## config.mk

```make
export PLATFORM = sky130hd
export DESIGN_NAME = alu_op_sequencer
export DESIGN_NICKNAME = d
export VERILOG_FILES = /design/src/rtl/alu_op_sequencer_pkg.sv /design/src/rtl/alu_op_decode.sv /design/src/rtl/alu_op_sequencer.sv
export SDC_FILE = /design/constraint.sdc
export NUM_CORES = 1
export LEC_CHECK = 0
export BUFFER_PORTS_ARGS = -buffer_cell sky130_fd_sc_hd__buf_2
export CAP_MARGIN = 10
export CELL_PAD_IN_SITES_DETAIL_PLACEMENT = 1
export CELL_PAD_IN_SITES_GLOBAL_PLACEMENT = 1
export CORE_MARGIN = 3
export CORE_UTILIZATION = 35
export DETAILED_ROUTE_END_ITERATION = 6
export HOLD_SLACK_MARGIN = 0.03
export PLACE_DENSITY = 0.82
export SLEW_MARGIN = 30
export SYNTH_ARGS = -nofsm -noshare
export SYNTH_HDL_FRONTEND = slang
export SYNTH_SLANG_ARGS = --single-unit
```

## constraint.sdc

```tcl
create_clock -name clk -period 2.3 [get_ports clk]
set_input_delay 0.46 -clock clk [delete_from_list [all_inputs] [get_ports clk]]
set_output_delay 0.46 -clock clk [all_outputs]
set_load 0.02 [all_outputs]
```

## src/rtl/alu_op_sequencer_pkg.sv

```systemverilog
// Shared constants for the ALU-op sequencer: widened ALU op codes, RISC-V opcode/funct
// fields and the sequencer state encoding.
package alu_op_sequencer_pkg;

    localparam logic [4:0] ALU_OP_ADD    = 5'h00;
    localparam logic [4:0] ALU_OP_SUB    = 5'h01;
    localparam logic [4:0] ALU_OP_SLL    = 5'h02;
    localparam logic [4:0] ALU_OP_SLT    = 5'h03;
    localparam logic [4:0] ALU_OP_SLTU   = 5'h04;
    localparam logic [4:0] ALU_OP_XOR    = 5'h05;
    localparam logic [4:0] ALU_OP_SRL    = 5'h06;
    localparam logic [4:0] ALU_OP_SRA    = 5'h07;
    localparam logic [4:0] ALU_OP_OR     = 5'h08;
    localparam logic [4:0] ALU_OP_AND    = 5'h09;
    localparam logic [4:0] ALU_OP_BPA    = 5'h0A;
    localparam logic [4:0] ALU_OP_ABJ    = 5'h0B;
    localparam logic [4:0] ALU_OP_NOP    = 5'h0F;
    localparam logic [4:0] ALU_OP_MUL    = 5'h10;
    localparam logic [4:0] ALU_OP_MULH   = 5'h11;
    localparam logic [4:0] ALU_OP_MULHSU = 5'h12;
    localparam logic [4:0] ALU_OP_MULHU  = 5'h13;
    localparam logic [4:0] ALU_OP_DIV    = 5'h14;
    localparam logic [4:0] ALU_OP_DIVU   = 5'h15;
    localparam logic [4:0] ALU_OP_REM    = 5'h16;
    localparam logic [4:0] ALU_OP_REMU   = 5'h17;

    localparam logic [6:0] OPC_LOAD   = 7'b0000011;
    localparam logic [6:0] OPC_STORE  = 7'b0100011;
    localparam logic [6:0] OPC_BRANCH = 7'b1100011;
    localparam logic [6:0] OPC_JALR   = 7'b1100111;
    localparam logic [6:0] OPC_JAL    = 7'b1101111;
    localparam logic [6:0] OPC_AUIPC  = 7'b0010111;
    localparam logic [6:0] OPC_OP_IMM = 7'b0010011;
    localparam logic [6:0] OPC_OP     = 7'b0110011;
    localparam logic [6:0] OPC_SYSTEM = 7'b1110011;

    localparam logic [6:0] FUNCT7_BASE   = 7'b0000000;
    localparam logic [6:0] FUNCT7_ALT    = 7'b0100000;
    localparam logic [6:0] FUNCT7_MULDIV = 7'b0000001;

    localparam logic [1:0] StIdle = 2'd0;
    localparam logic [1:0] StWait = 2'd1;
    localparam logic [1:0] StHold = 2'd2;

endpackage

```

## src/rtl/alu_op_decode.sv

```systemverilog
// Combinational RV32I/RV32M opcode/funct decode into the widened ALU op code.
module alu_op_decode
    import alu_op_sequencer_pkg::*;
#(
    parameter bit ENABLE_M = 1'b1
) (
    input  logic [6:0] opcode_i,
    input  logic [2:0] funct3_i,
    input  logic [6:0] funct7_i,
    output logic [4:0] alu_op_o,
    output logic       is_m_o,
    output logic       is_div_o,
    output logic       illegal_o
);

    // funct3-indexed ops shared by OP-IMM and OP; sra_sel picks SRA for funct3=101.
    function automatic logic [4:0] op_by_funct3(input logic [2:0] f3, input logic sra_sel);
        case (f3)
            3'b000:  return ALU_OP_ADD;
            3'b001:  return ALU_OP_SLL;
            3'b010:  return ALU_OP_SLT;
            3'b011:  return ALU_OP_SLTU;
            3'b100:  return ALU_OP_XOR;
            3'b101:  return sra_sel ? ALU_OP_SRA : ALU_OP_SRL;
            3'b110:  return ALU_OP_OR;
            default: return ALU_OP_AND;
        endcase
    endfunction

    always_comb begin
        alu_op_o  = ALU_OP_NOP;
        is_m_o    = 1'b0;
        is_div_o  = 1'b0;
        illegal_o = 1'b0;
        case (opcode_i)
            OPC_AUIPC, OPC_JAL, OPC_JALR, OPC_LOAD, OPC_STORE: alu_op_o = ALU_OP_ADD;
            OPC_BRANCH: begin
                case (funct3_i[2:1])
                    2'b00:   alu_op_o = ALU_OP_SUB;
                    2'b10:   alu_op_o = ALU_OP_SLT;
                    2'b11:   alu_op_o = ALU_OP_SLTU;
                    default: illegal_o = 1'b1;
                endcase
            end
            OPC_OP_IMM: alu_op_o = op_by_funct3(funct3_i, funct7_i[5]);
            OPC_OP: begin
                if (funct7_i == FUNCT7_BASE) begin
                    alu_op_o = op_by_funct3(funct3_i, 1'b0);
                end else if (funct7_i == FUNCT7_ALT && funct3_i == 3'b000) begin
                    alu_op_o = ALU_OP_SUB;
                end else if (funct7_i == FUNCT7_ALT && funct3_i == 3'b101) begin
                    alu_op_o = ALU_OP_SRA;
                end else if (funct7_i == FUNCT7_MULDIV && ENABLE_M) begin
                    alu_op_o = ALU_OP_MUL | {2'b00, funct3_i};
                    is_m_o   = 1'b1;
                    is_div_o = funct3_i[2];
                end else begin
                    illegal_o = 1'b1;
                end
            end
            OPC_SYSTEM: begin
                case (funct3_i[1:0])
                    2'b01:   alu_op_o = ALU_OP_BPA;
                    2'b10:   alu_op_o = ALU_OP_OR;
                    2'b11:   alu_op_o = ALU_OP_ABJ;
                    default: illegal_o = 1'b1;
                endcase
            end
            default: illegal_o = 1'b1;
        endcase
    end

endmodule

```

## src/rtl/alu_op_sequencer.sv

```systemverilog
// Registered valid/ready ALU-op sequencer; M-extension ops are held for a fixed latency
// before their result is presented to execute.
module alu_op_sequencer
    import alu_op_sequencer_pkg::*;
#(
    parameter int unsigned ALU_OP_W   = 5,
    parameter bit          ENABLE_M   = 1'b1,
    parameter int unsigned MUL_CYCLES = 4,
    parameter int unsigned DIV_CYCLES = 33
) (
    input  logic                clk,
    input  logic                reset_n,
    input  logic                flush,
    input  logic                in_valid,
    output logic                in_ready,
    input  logic [6:0]          opcode,
    input  logic [2:0]          funct3,
    input  logic [6:0]          funct7,
    output logic                out_valid,
    input  logic                out_ready,
    output logic [ALU_OP_W-1:0] alu_op,
    output logic                multi_cycle,
    output logic                illegal,
    output logic                md_start,
    output logic                busy
);

    localparam int unsigned MaxCycles = (MUL_CYCLES > DIV_CYCLES) ? MUL_CYCLES : DIV_CYCLES;
    localparam int unsigned CntW      = $clog2(MaxCycles);
    localparam logic [CntW-1:0] MulLoad = CntW'(MUL_CYCLES - 2);
    localparam logic [CntW-1:0] DivLoad = CntW'(DIV_CYCLES - 2);

    logic [1:0]      state_q, state_d;
    logic [CntW-1:0] cnt_q, cnt_d;
    logic [4:0]      op_q, op_d;
    logic            mc_q, mc_d;
    logic            ill_q, ill_d;
    logic            md_start_q, md_start_d;

    logic [4:0] dec_op;
    logic       dec_is_m, dec_is_div, dec_illegal;
    logic       accept;

    alu_op_decode #(
        .ENABLE_M (ENABLE_M)
    ) u_decode (
        .opcode_i  (opcode),
        .funct3_i  (funct3),
        .funct7_i  (funct7),
        .alu_op_o  (dec_op),
        .is_m_o    (dec_is_m),
        .is_div_o  (dec_is_div),
        .illegal_o (dec_illegal)
    );

    assign in_ready = !flush && ((state_q == StIdle) || (state_q == StHold && out_ready));
    assign accept   = in_valid && in_ready;

    always_comb begin
        state_d    = state_q;
        cnt_d      = cnt_q;
        op_d       = op_q;
        mc_d       = mc_q;
        ill_d      = ill_q;
        md_start_d = 1'b0;
        if (flush) begin
            state_d = StIdle;
            cnt_d   = '0;
        end else if (accept) begin
            op_d  = dec_op;
            mc_d  = dec_is_m;
            ill_d = dec_illegal;
            if (dec_is_m) begin
                state_d    = StWait;
                cnt_d      = dec_is_div ? DivLoad : MulLoad;
                md_start_d = 1'b1;
            end else begin
                state_d = StHold;
            end
        end else begin
            case (state_q)
                StWait: begin
                    if (cnt_q == '0) begin
                        state_d = StHold;
                    end else begin
                        cnt_d = cnt_q - CntW'(1);
                    end
                end
                StHold: begin
                    if (out_ready) begin
                        state_d = StIdle;
                    end
                end
                default: ;
            endcase
        end
    end

    always_ff @(posedge clk or negedge reset_n) begin
        if (!reset_n) begin
            state_q    <= StIdle;
            cnt_q      <= '0;
            op_q       <= ALU_OP_NOP;
            mc_q       <= 1'b0;
            ill_q      <= 1'b0;
            md_start_q <= 1'b0;
        end else begin
            state_q    <= state_d;
            cnt_q      <= cnt_d;
            op_q       <= op_d;
            mc_q       <= mc_d;
            ill_q      <= ill_d;
            md_start_q <= md_start_d;
        end
    end

    assign out_valid   = (state_q == StHold);
    assign busy        = (state_q == StWait);
    assign alu_op      = ALU_OP_W'(op_q);
    assign multi_cycle = mc_q;
    assign illegal     = ill_q;
    assign md_start    = md_start_q;

endmodule

```

### After elaboration in Yosys (flattened, before gate mapping)

Cells that the tools add are included.
W data, S select, Z words.

| storage, ports and cells | value |
|---|---|
| register bits | 16 |
| output and inout port bits | 11 |

| operators by class | value |
|---|---|
| $add $sub $neg | 1 |
| equality and inequality tests | 28 |
| mux-type cells | 42 |
| bitwise logic cells | 1 |
| reduce and logical (&&, ||, !) cells | 21 |

Operator list:

| kind | count |
|---|---|
| $pmux W5 S7 | 1 |
| $mux W6 | 5 |
| $eq A7 B7 Y1 const B | 4 |
| $pmux W4 S7 | 1 |
| $mux W5 | 5 |
| $pmux W5 S5 | 1 |
| $eq A7 B6 Y1 const B | 3 |
| $mux W1 | 20 |
| $eq A7 B5 Y1 const B | 2 |
| $pmux W4 S3 | 1 |
| $eq A2 B2 Y1 const B | 5 |
| $mux W2 | 5 |
| $eq A3 B3 Y1 const B | 3 |
| $pmux W3 S3 | 1 |
| $ne A4 B2 Y1 const B | 2 |
| $eq A7 B1 Y1 const B | 1 |
| $eq A7 B2 Y1 const B | 1 |
| $logic_not A7 Y1 | 1 |
| $eq A3 B2 Y1 const B | 2 |
| $logic_not A6 Y1 | 1 |
| $ne A3 B3 Y1 const B | 2 |
| $reduce_and A3 Y1 | 2 |
| $reduce_or A3 Y1 | 2 |
| $reduce_or A6 Y1 | 1 |
| 15 further kinds | 21 |

### Logic depth before layout (Yosys ltp)

Gate-level depths: netlist of run 1.

| depth | value |
|---|---|
| word-level depth | 10 |
| mapped depth | 7 |

### Hierarchy

Synthesis of run 1 repeated with hierarchy kept, for this count alone.

| unflattened totals | value |
|---|---|
| cell total of the unflattened synthesis | 160 |
| area total of the unflattened synthesis | 1460.2 sq um |

Modules (own cells, without submodules):

| module | times used | cells an instance | area each (sq um) | seq. area each (sq um) |
|---|---|---|---|---|
| alu_op_sequencer | 1 | 87 | 907.1 | 405.4 |
| alu_op_decode | 1 | 73 | 553.0 | 0.0 |

### Worst setup path after synthesis of run 1

No wires, ideal clock.

| path | value |
|---|---|
| path kind | input -> register |
| start point | input funct7[4] |
| end point | register cnt_q[2] |
| setup time | 121 ps |
| arrival | 2190 ps |
| path slack | -12 ps |
| stages | 5 |
| path buffers | 0 |
| path through | or3_4 or4_4 or4_4 o21a_1 o22a_1 |

| between the ends | value |
|---|---|
| cells in the longest elaborated chain, start to end | 10 |
| elaborated cells between the ends (all ways) | 21 |

RTL lines:

| what | line | text |
|---|---|---|
| start: declaration | alu_op_sequencer.sv:18 | `input logic [6:0] funct7,` |
| $eq A7 B1 Y1 or $eq A7 B6 Y1 (tied branches) | alu_op_decode.sv:53, alu_op_decode.sv:49, alu_op_decode.sv:51 |  |
| $mux W1 or $logic_and A1 B1 Y1 (tied branches) | alu_op_decode.sv:53, alu_op_decode.sv:51 |  |
| $mux W1 | alu_op_decode.sv:51 | `end else if (funct7_i == FUNCT7_ALT && funct3_i == 3'b101) begin` |
| $mux W1 | alu_op_decode.sv:49 | `end else if (funct7_i == FUNCT7_ALT && funct3_i == 3'b000) begin` |
| $mux W1 | alu_op_decode.sv:47 | `if (funct7_i == FUNCT7_BASE) begin` |
| $mux W1 | alu_op_decode.sv:35 | `case (opcode_i)` |
| $mux W5 | alu_op_sequencer.sv:75 | `cnt_d = dec_is_div ? DivLoad : MulLoad;` |
| $mux W6 | alu_op_sequencer.sv:73 | `if (dec_is_m) begin` |
| $mux W6 | alu_op_sequencer.sv:69 | `end else if (accept) begin` |
| $mux W6 | alu_op_sequencer.sv:66 | `if (flush) begin` |
| end signal: assignment | alu_op_sequencer.sv:109 | `cnt_q <= cnt_d;` |
| end: declaration | alu_op_sequencer.sv:34 | `logic [CntW-1:0] cnt_q, cnt_d;` |

Parallel ways exist; a longest one is shown, timed or not. The select of a mux whose other input is x is not followed.
A chain may end at the register's enable or synchronous reset.

### Worst setup path after layout of run 1

| path | value |
|---|---|
| start point | input funct7[4] |
| end point | register cnt_q[4] |

Same word-level chain as after synthesis.

==> reports/results.ini, run 1 <==
[outcome]
status = finished clean

[placed_design]
place.gp.congestion = 0.8278
post-dp-hpwl_mm = 3.296
port_buffers = 32
dp_cells = 240

[logic_synthesis]
async_reset_ff_frac = 1.000
synth_fp_nets = 189
ys.flop_type = dfrtp_1
synth_cells = 156
synth_cell_types = 45
synth_edf_count = 0
postSynthAreaPerCell_um2 = 8.406
ys_ff_latch = 16
yosys_warnings = 0
seq_area_frac_synth = 0.3092
synth_area_mm2 = 0.001311

[worst_setup_path]
crit_arrival_ns = 2.37
worstPathRequired_ns = 2.42
r2r-end = cnt_q[4]$_DFFE_PN0P_
reg2reg_setup_slack_ns = 0.08
worst-path-max-fanout = 4
r2r_cells = 5
path_class = in2reg
timing.rr.start = state_q[1]$_DFFE_PN0P_
critPathLaunchType = input port
endpoint_kind = register

[timing]
tns_ns = 0
tightest_slew_ns = 0.5896
slew-limit-headroom = 0.5967
final-hold-violation-count = 0
finalCriticalPeriod_ns = 2.244
max_freq_mhz = 445.7
rsz0062_at_grt = no
finalSetupViolCount = 0
slew_viol_final = 0
fin_skew_ns = 0.008235
final_min_period_over_clock_period = 0.9756

[final_layout]
stdcell_count = 244
antenna_cells = 0
multi_input_area_um2 = 863.3
fin_util = 0.4751
nFillCells = 457
seq_area_um2 = 405.4
drive_gt1_frac = 0.3081
fin_nets = 232
area_growth_pct = 25.67

[die]
initial_utilization = 0.3781
rows = 21
io_pins = 33
dieHeight_um = 67.21
dieArea_mm2 = 0.004517
die_w_um = 67.21
core-area_mm2 = 0.003468

[clock_network]
clk_latency_ns = 0.25
cts_root_buf = clkbuf_8
clockBufferDepth = 2
htree_num_levels = 1
cts.clk_slew.worst_paths_ns = 0.07
cts_buffers = 3
clock_sinks = 16
cts_tree = built
cts_hold_buf = 0

[drt]
ant_nets = 0
first_iter_violations = 47
vias = 1371
drt_wl_total_mm = 4.095
wire_per_inst_um = 16.78
via_per_inst = 5.619
drt_pass1_iterations = 4
drc = 0

[run]
drv_cap = 0

[pwr]
power_density_mw_per_mm2 = 431.6
p_leak_nw = 0.7422
ir_drop_mv = 0.1610

[global_routing]
grt_pass1_vias = 1439
grt_pass1_wl_mm = 6.817
overflow = 0
grt_usage = 0.1990
grt_max_degree = 17
antenna_found_initial = 0

[worst_hold_path]
hp-class = in2async

-- stage by stage --
stage	setup slack (ns)	total power, mW	hold WS [ns]	instance area (um2)
2_1_floorplan	0.02138	0.4160	0.1644	1311
3_3_place_gp	-0.1013	0.4838	0.3814	1595
3_5_place_dp	-0.1646	0.4980	0.3955	1595
4_1_cts	0.04355	0.7143	0.1279	1640
5_1_grt	0.02109	0.7567	0.1292	1648
6_report	0.05615	0.7112	0.1141	1648
-- sequential cells by signal (all words and copies together) (netlist names) --
| name | count |
|---|---|
| cnt_q | 6 |
| alu_op | 5 |
| state_q | 2 |
| illegal | 1 |
| md_start | 1 |
| multi_cycle | 1 |
-- routing by layer --
layer,vias to the layer above,track usage,share of wire
met3,8,0.01830,0.027
met1,656,0.2251,0.42
met5,-,0,0
met4,0,0.07848,0.022
li1,670,-,-
met2,37,0.3791,0.53
-- worst max path at each step --
stage	end	slack [ns]	start
6_report	cnt_q[4]$_DFFE_PN0P_	0.06	funct7[4]
5_1_grt	illegal$_DFFE_PN0P_	0.02	funct7[4]
4_1_cts	cnt_q[4]$_DFFE_PN0P_	0.04	state_q[1]$_DFFE_PN0P_
3_5_place_dp	cnt_q[4]$_DFFE_PN0P_	-0.16	funct7[4]
3_3_place_gp	cnt_q[3]$_DFFE_PN0P_	-0.10	funct7[4]
2_1_floorplan	cnt_q[2]$_DFFE_PN0P_	0.02	funct7[4]
-- layout by cell type (no fill, tap or decap), types with 2 or more instances in the layout --
cell type and n:
buf_4 12, or4_4 2, nor2_1 16, o311ai_0 2
clkbuf_8 3, o21ai_0 5, a21o_1 2, nand2_1 13
o22a_1 3, dfrtp_1 12, nor2b_1 4, mux2i_1 2
buf_2 32, a31oi_1 8, nor3b_1 2, ha_1 11
nor4_1 3, inv_1 7, nand4b_1 2, a211oi_1 3
a21oi_2 2, nand3_1 6, nor3_1 7, a21oi_1 11
dfstp_2 4, nand2b_1 4
-- cell usage after synthesis, types with 3 or more instances --
cell,n,area (um2)
clkbuf_1,4,15.01
a211oi_1,3,22.52
nand2b_1,4,25.02
ha_1,11,137.6
nor2_1,16,60.06
nor4_1,3,18.77
dfstp_2,4,105.1
inv_1,7,26.28
a31oi_1,8,50.05
o22a_1,3,26.28
nand2_1,13,48.80
nor3_1,7,35.03
a21oi_1,12,60.06
nor2b_1,4,25.02
o21ai_0,5,25.02
dfrtp_1,12,300.3
nand3_1,6,30.03
-- cells by family (layout without fill, tap and decap cells) --
family / count (synthesis) / count (layout) / synth area share
DFF: 16 / 16 / 0.3092
and+or+nand+nor: 67 / 67 / 0.2834
AOI/OAI and AO/OA: 46 / 46 / 0.2357
muxes: 3 / 3 / 0.02385
buffers and inverters: 13 / 55 / 0.04294
adders and majority gates: 11 / 11 / 0.1050
-- power breakdown --
part / switching [mW] / internal, mW
logic: 0.107 / 0.0749
clock network: 0.0911 / 0.122
registers: 0.0148 / 0.301
total: 0.213 / 0.498
-- repair_timing --
action	in CTS	in global routing
setup endpoints to repair	0	2
setup buffers	0	0
resized for setup	0	2
-- layout make-up --
type	instances	share of cell area
Sequential cell	16	0.2460
Timing Repair Buffer	44	0.1519
Tap cell	46	0.03493
Clock buffer	4	0.02733
Inverter	7	0.01595
Multi-Input combinational cell	127	0.5239
-- critical path, stage by stage --
cell and delay, ns:
buf_2 0.10, or3_4 0.37, or4_4 0.44, or4_4 0.52, o21a_1 0.23, o22a_1 0.25
(Power assumes the default switching activity.)
==> inputs of run 2 (changes only) <==
- CORE_MARGIN: 3 -> default
- REMOVE_ABC_BUFFERS: default -> 1
==> reports/results.ini, run 2 (same netlist as run 1, synthesis figures left out) <==
[final_layout]
multi_input_area_um2 = 860.8
antenna_cells = 0
area_growth_pct = 25.67
largest_register_ffs = 6
nFillCells = 451
seq_area_um2 = 405.4
final_common_cell = buf_2
largest_register = cnt_q
mostFrequentLayoutCells = 32 x buf_2, 16 x nor2_1, 13 x nand2_1
drive_gt1_frac = 0.3046
fin_nets = 231

[timing]
final_min_period_over_clock_period = 0.9777
fin_skew_ns = 0.003017
final-hold-violation-count = 0
finalCriticalPeriod_ns = 2.249
slew_viol_final = 0
tightest_slew_ns = 0.5365
finalSetupViolCount = 0
tns_ns = 0
worst_slack_ns = 0.05125
rsz0062_at_grt = no
max_freq_mhz = 444.7
slew-limit-headroom = 0.6331

[global_routing]
grt_max_degree = 17
grt_pass1_wl_mm = 7.003
overflow = 0
antenna_found_initial = 0
grt_usage = 0.2183
grt_pass1_vias = 1492

[die]
dieHeight_um = 63.21
dieArea_mm2 = 0.003996
initial_utilization = 0.3781
rows = 21
die_w_um = 63.21
core-area_mm2 = 0.003468
io_pins = 33

[clock_network]
cts_root_buf = clkbuf_8
cts_tree = built
cts_resized = 0
clockBufferDepth = 2
clk_latency_ns = 0.25
htree_num_levels = 1
cts_hold_buf = 0
cts_setup_buffers = 0
clock_sinks = 16
cts_buffers = 3
cts.clk_slew.worst_paths_ns = 0.06

[worst_setup_path]
r2r_cells = 5
endpoint_kind = register
crit_arrival_ns = 2.39
critPathCapture = cnt_q[3]$_DFFE_PN0P_
startpoint = funct7[4]
critPathLaunchType = input port
r2r-end = cnt_q[3]$_DFFE_PN0P_
worstPathRequired_ns = 2.44
path_class = in2reg
reg2reg_setup_slack_ns = 0.08
timing.rr.start = state_q[1]$_DFFE_PN0P_
worst-path-max-fanout = 7

[run]
drv_cap = 0

[drt]
wire_per_inst_um = 16.71
ant_nets = 0
drc = 0
first_iter_violations = 38
drt_wl_total_mm = 4.060
via_per_inst = 5.765
vias = 1401
drt_pass1_iterations = 6

[pwr]
p_leak_nw = 0.7444
pwr-share-clk = 0.335
p_int_mw = 0.5285
ir_drop_mv = 0.1684
power_frac_comb = 0.242
p_sw_mw = 0.2159
power_density_mw_per_mm2 = 451.7
seqPwrFrac = 0.424
swShare = 0.2900

[worst_hold_path]
hp-class = in2async

[outcome]
status = finished clean

[placed_design]
pre_cts_ws_ns = -0.2407
post-dp-hpwl_mm = 3.115
place.gp.congestion = 0.8265
port_buffers = 32

## run 2: cell type report
class                      instances  share of cell area
tap                               46             0.03493
clock buffer                       4             0.03341
multi-input combinational        127              0.5224
timing repair buffer              43              0.1473
sequential                        16              0.2460
inverter                           7             0.01595
## run 2: worst min path at each step
stage | start | to | slack (ns) | depth (start not counted)
finish | reset_n | cnt_q[5]$_DFFE_PN0P_ | 0.11 | 1
floorplan | reset_n | alu_op[4]$_DFFE_PN0P_ | 0.16 | 0
global route | reset_n | cnt_q[0]$_DFFE_PN0P_ | 0.13 | 1
global placement | reset_n | state_q[1]$_DFFE_PN0P_ | 0.38 | 1
detailed placement | reset_n | cnt_q[5]$_DFFE_PN0P_ | 0.39 | 1
CTS | reset_n | multi_cycle$_DFFE_PN0P_ | 0.13 | 1
## run 2: power by group through the flow
| stage | logic (mW) | clock network, mW | registers, mW |
|---|---|---|---|
| CTS | 0.178 | 0.251 | 0.315 |
| detailed placement | 0.175 | 0 | 0.319 |
| finish | 0.180 | 0.249 | 0.315 |
| global route | 0.197 | 0.264 | 0.317 |
| floorplan | 0.0846 | 0 | 0.324 |
| global placement | 0.165 | 0 | 0.317 |
## run 2: through the flow
stage / total power, mW / hold slack [ns] / instances / utilization / cell area (um2)
2_1_floorplan: 0.4087 / 0.1644 / 150 / - / 1281
3_3_place_gp: 0.4827 / 0.3849 / 239 / 0.4560 / 1582
4_1_cts: 0.7444 / 0.1286 / 243 / 0.4719 / 1637
6_report: 0.7443 / 0.1126 / 243 / 0.4751 / 1648
5_1_grt: 0.7791 / 0.1306 / 243 / 0.4751 / 1648
3_5_place_dp: 0.4947 / 0.3885 / 239 / 0.4560 / 1582
## run 2: routing by layer
metal	vias up	wire [um]	global-route usage
li1	665	-	-
met1	693	1675	0.2503
met2	38	2230	0.4194
met3	5	103	0.02355
met4	0	51	0.06250
met5	-	0	0
## run 2: critical path, stage by stage
cell and delay, ns:
buf_2 0.10, or3_4 0.38, or4_4 0.44, or4_4 0.56, o21a_4 0.24, o22a_1 0.22
==> inputs of run 3 (changes only) <==
- BUFFER_PORTS_ARGS: -buffer_cell sky130_fd_sc_hd__buf_2 -> -buffer_cell sky130_fd_sc_hd__clkbuf_2
- SETUP_SLACK_MARGIN: default -> 0.2
==> reports/results.ini, run 3 (same netlist as run 1, synthesis figures left out) <==
[drt]
drt_pass1_iterations = 4
first_iter_violations = 53
drc = 0
drt_wl_total_mm = 4.043
via_per_inst = 5.613
wire_per_inst_um = 16.30
vias = 1392
ant_nets = 0

[die]
rows = 21
die_w_um = 63.21
initial_utilization = 0.3781
dieArea_mm2 = 0.003996
io_pins = 33
core-area_mm2 = 0.003468
dieHeight_um = 63.21

[final_layout]
nFillCells = 462
final_common_cell = clkbuf_2
drive_gt1_frac = 0.3168
area_growth_pct = 27.77
largest_register_ffs = 6
largest_register = cnt_q
final_area_mm2 = 0.001675
fin_nets = 236
mostFrequentLayoutCells = 32 x clkbuf_2, 16 x nor2_1, 16 x buf_4
antenna_cells = 0

[timing]
slew-limit-headroom = 0.5816
max_freq_mhz = 454.8
tightest_slew_ns = 0.6198
finalCriticalPeriod_ns = 2.199
fin_hold_ws_ns = 0.1218
finalSetupViolCount = 0
tns_ns = 0
fin_skew_ns = 0.003110
final_min_period_over_clock_period = 0.9559
rsz0062_at_grt = yes
slew_viol_final = 0
final-hold-violation-count = 0

[worst_setup_path]
path_class = in2reg
endpoint_kind = register
critPathLaunchType = input port
worst-path-max-fanout = 5
startpoint = funct7[4]
worstPathRequired_ns = 2.44
crit_arrival_ns = 2.33
timing.rr.start = state_q[1]$_DFFE_PN0P_

[global_routing]
grt_pass1_vias = 1486
overflow = 0
grt_usage = 0.2190
grt_pass1_wl_mm = 6.893
antenna_found_initial = 0
grt_max_degree = 17

[clock_network]
htree_num_levels = 1
cts_root_buf = clkbuf_8
cts_tree = built
clockBufferDepth = 2
cts_hold_buf = 0
cts.clk_slew.worst_paths_ns = 0.06
cts_buffers = 3
clk_latency_ns = 0.25
clock_sinks = 16

[pwr]
power_mw = 0.7220
power_density_mw_per_mm2 = 430.9
p_leak_nw = 0.7666
ir_drop_mv = 0.1737

[placed_design]
post-dp-hpwl_mm = 3.271
port_buffers = 32
placed_cell_area_mm2 = 0.001604
place.gp.congestion = 0.8404

[run]
drv_cap = 0

[worst_hold_path]
hp-class = in2async

[outcome]
status = finished clean

==> run 3: layout make-up <==
cell class | count | area, um2 | area share
clock buffer | 4 | 45.04 | 0.02689
inverter | 7 | 26.28 | 0.01568
multi-input combinational | 127 | 860.8 | 0.5138
sequential | 16 | 405.4 | 0.2420
tap | 46 | 57.56 | 0.03435
timing repair buffer | 48 | 280.3 | 0.1673
==> run 3: final timing paths <==
path | to | slack, ns | cells after the start
setup / recovery | cnt_q[2]$_DFFE_PN0P_ | 0.10 | 6
hold / removal | state_q[1]$_DFFE_PN0P_ | 0.12 | 1
setup reg to reg | cnt_q[2]$_DFFE_PN0P_ | 0.13 | 5
hold reg to reg | multi_cycle$_DFFE_PN0P_ | 0.48 | 2
max in group asynchronous | alu_op[3]$_DFFE_PN1P_ | 1.85 | 1
min in group clk | md_start$_DFF_PN0_ | 0.47 | 3
==> run 3: repair_timing <==
item | 4_1_cts | 5_1_grt
setup endpoints to repair | 8 | 5
pin swaps | 1 | 0
resized for setup | 2 | 1
setup buffers | 2 | 0
==> run 3: stage by stage <==
stage / instances / setup slack (ns) / utilization
after floorplan: 150 / -0.07885 / -
after global placement: 242 / -0.1570 / 0.4625
after detailed placement: 242 / -0.2054 / 0.4625
after CTS: 248 / 0.1122 / 0.4812
after global routing: 248 / 0.07544 / 0.4830
final: 248 / 0.1014 / 0.4830
==> run 3: worst max-delay path, stage by stage <==
cell,delay (ns)
clkbuf_2,0.08
or3_4,0.37
or4_4,0.44
or4_4,0.53
o21a_1,0.23
o22a_1,0.22
==> run 3: routing by layer <==
| metal | wire length [um] | GRT usage |
|---|---|---|
| met2 | 2158 | 0.4288 |
| met4 | 54 | 0.07670 |
| met5 | 0 | 0 |
| met3 | 110 | 0.01630 |
| met1 | 1720 | 0.2433 |
==> run 3: report_power, final <==
part	total, mW	switching, mW	internal, mW
clock	0.223	0.0997	0.123
sequential	0.315	0.0140	0.301
combinational	0.184	0.106	0.0780
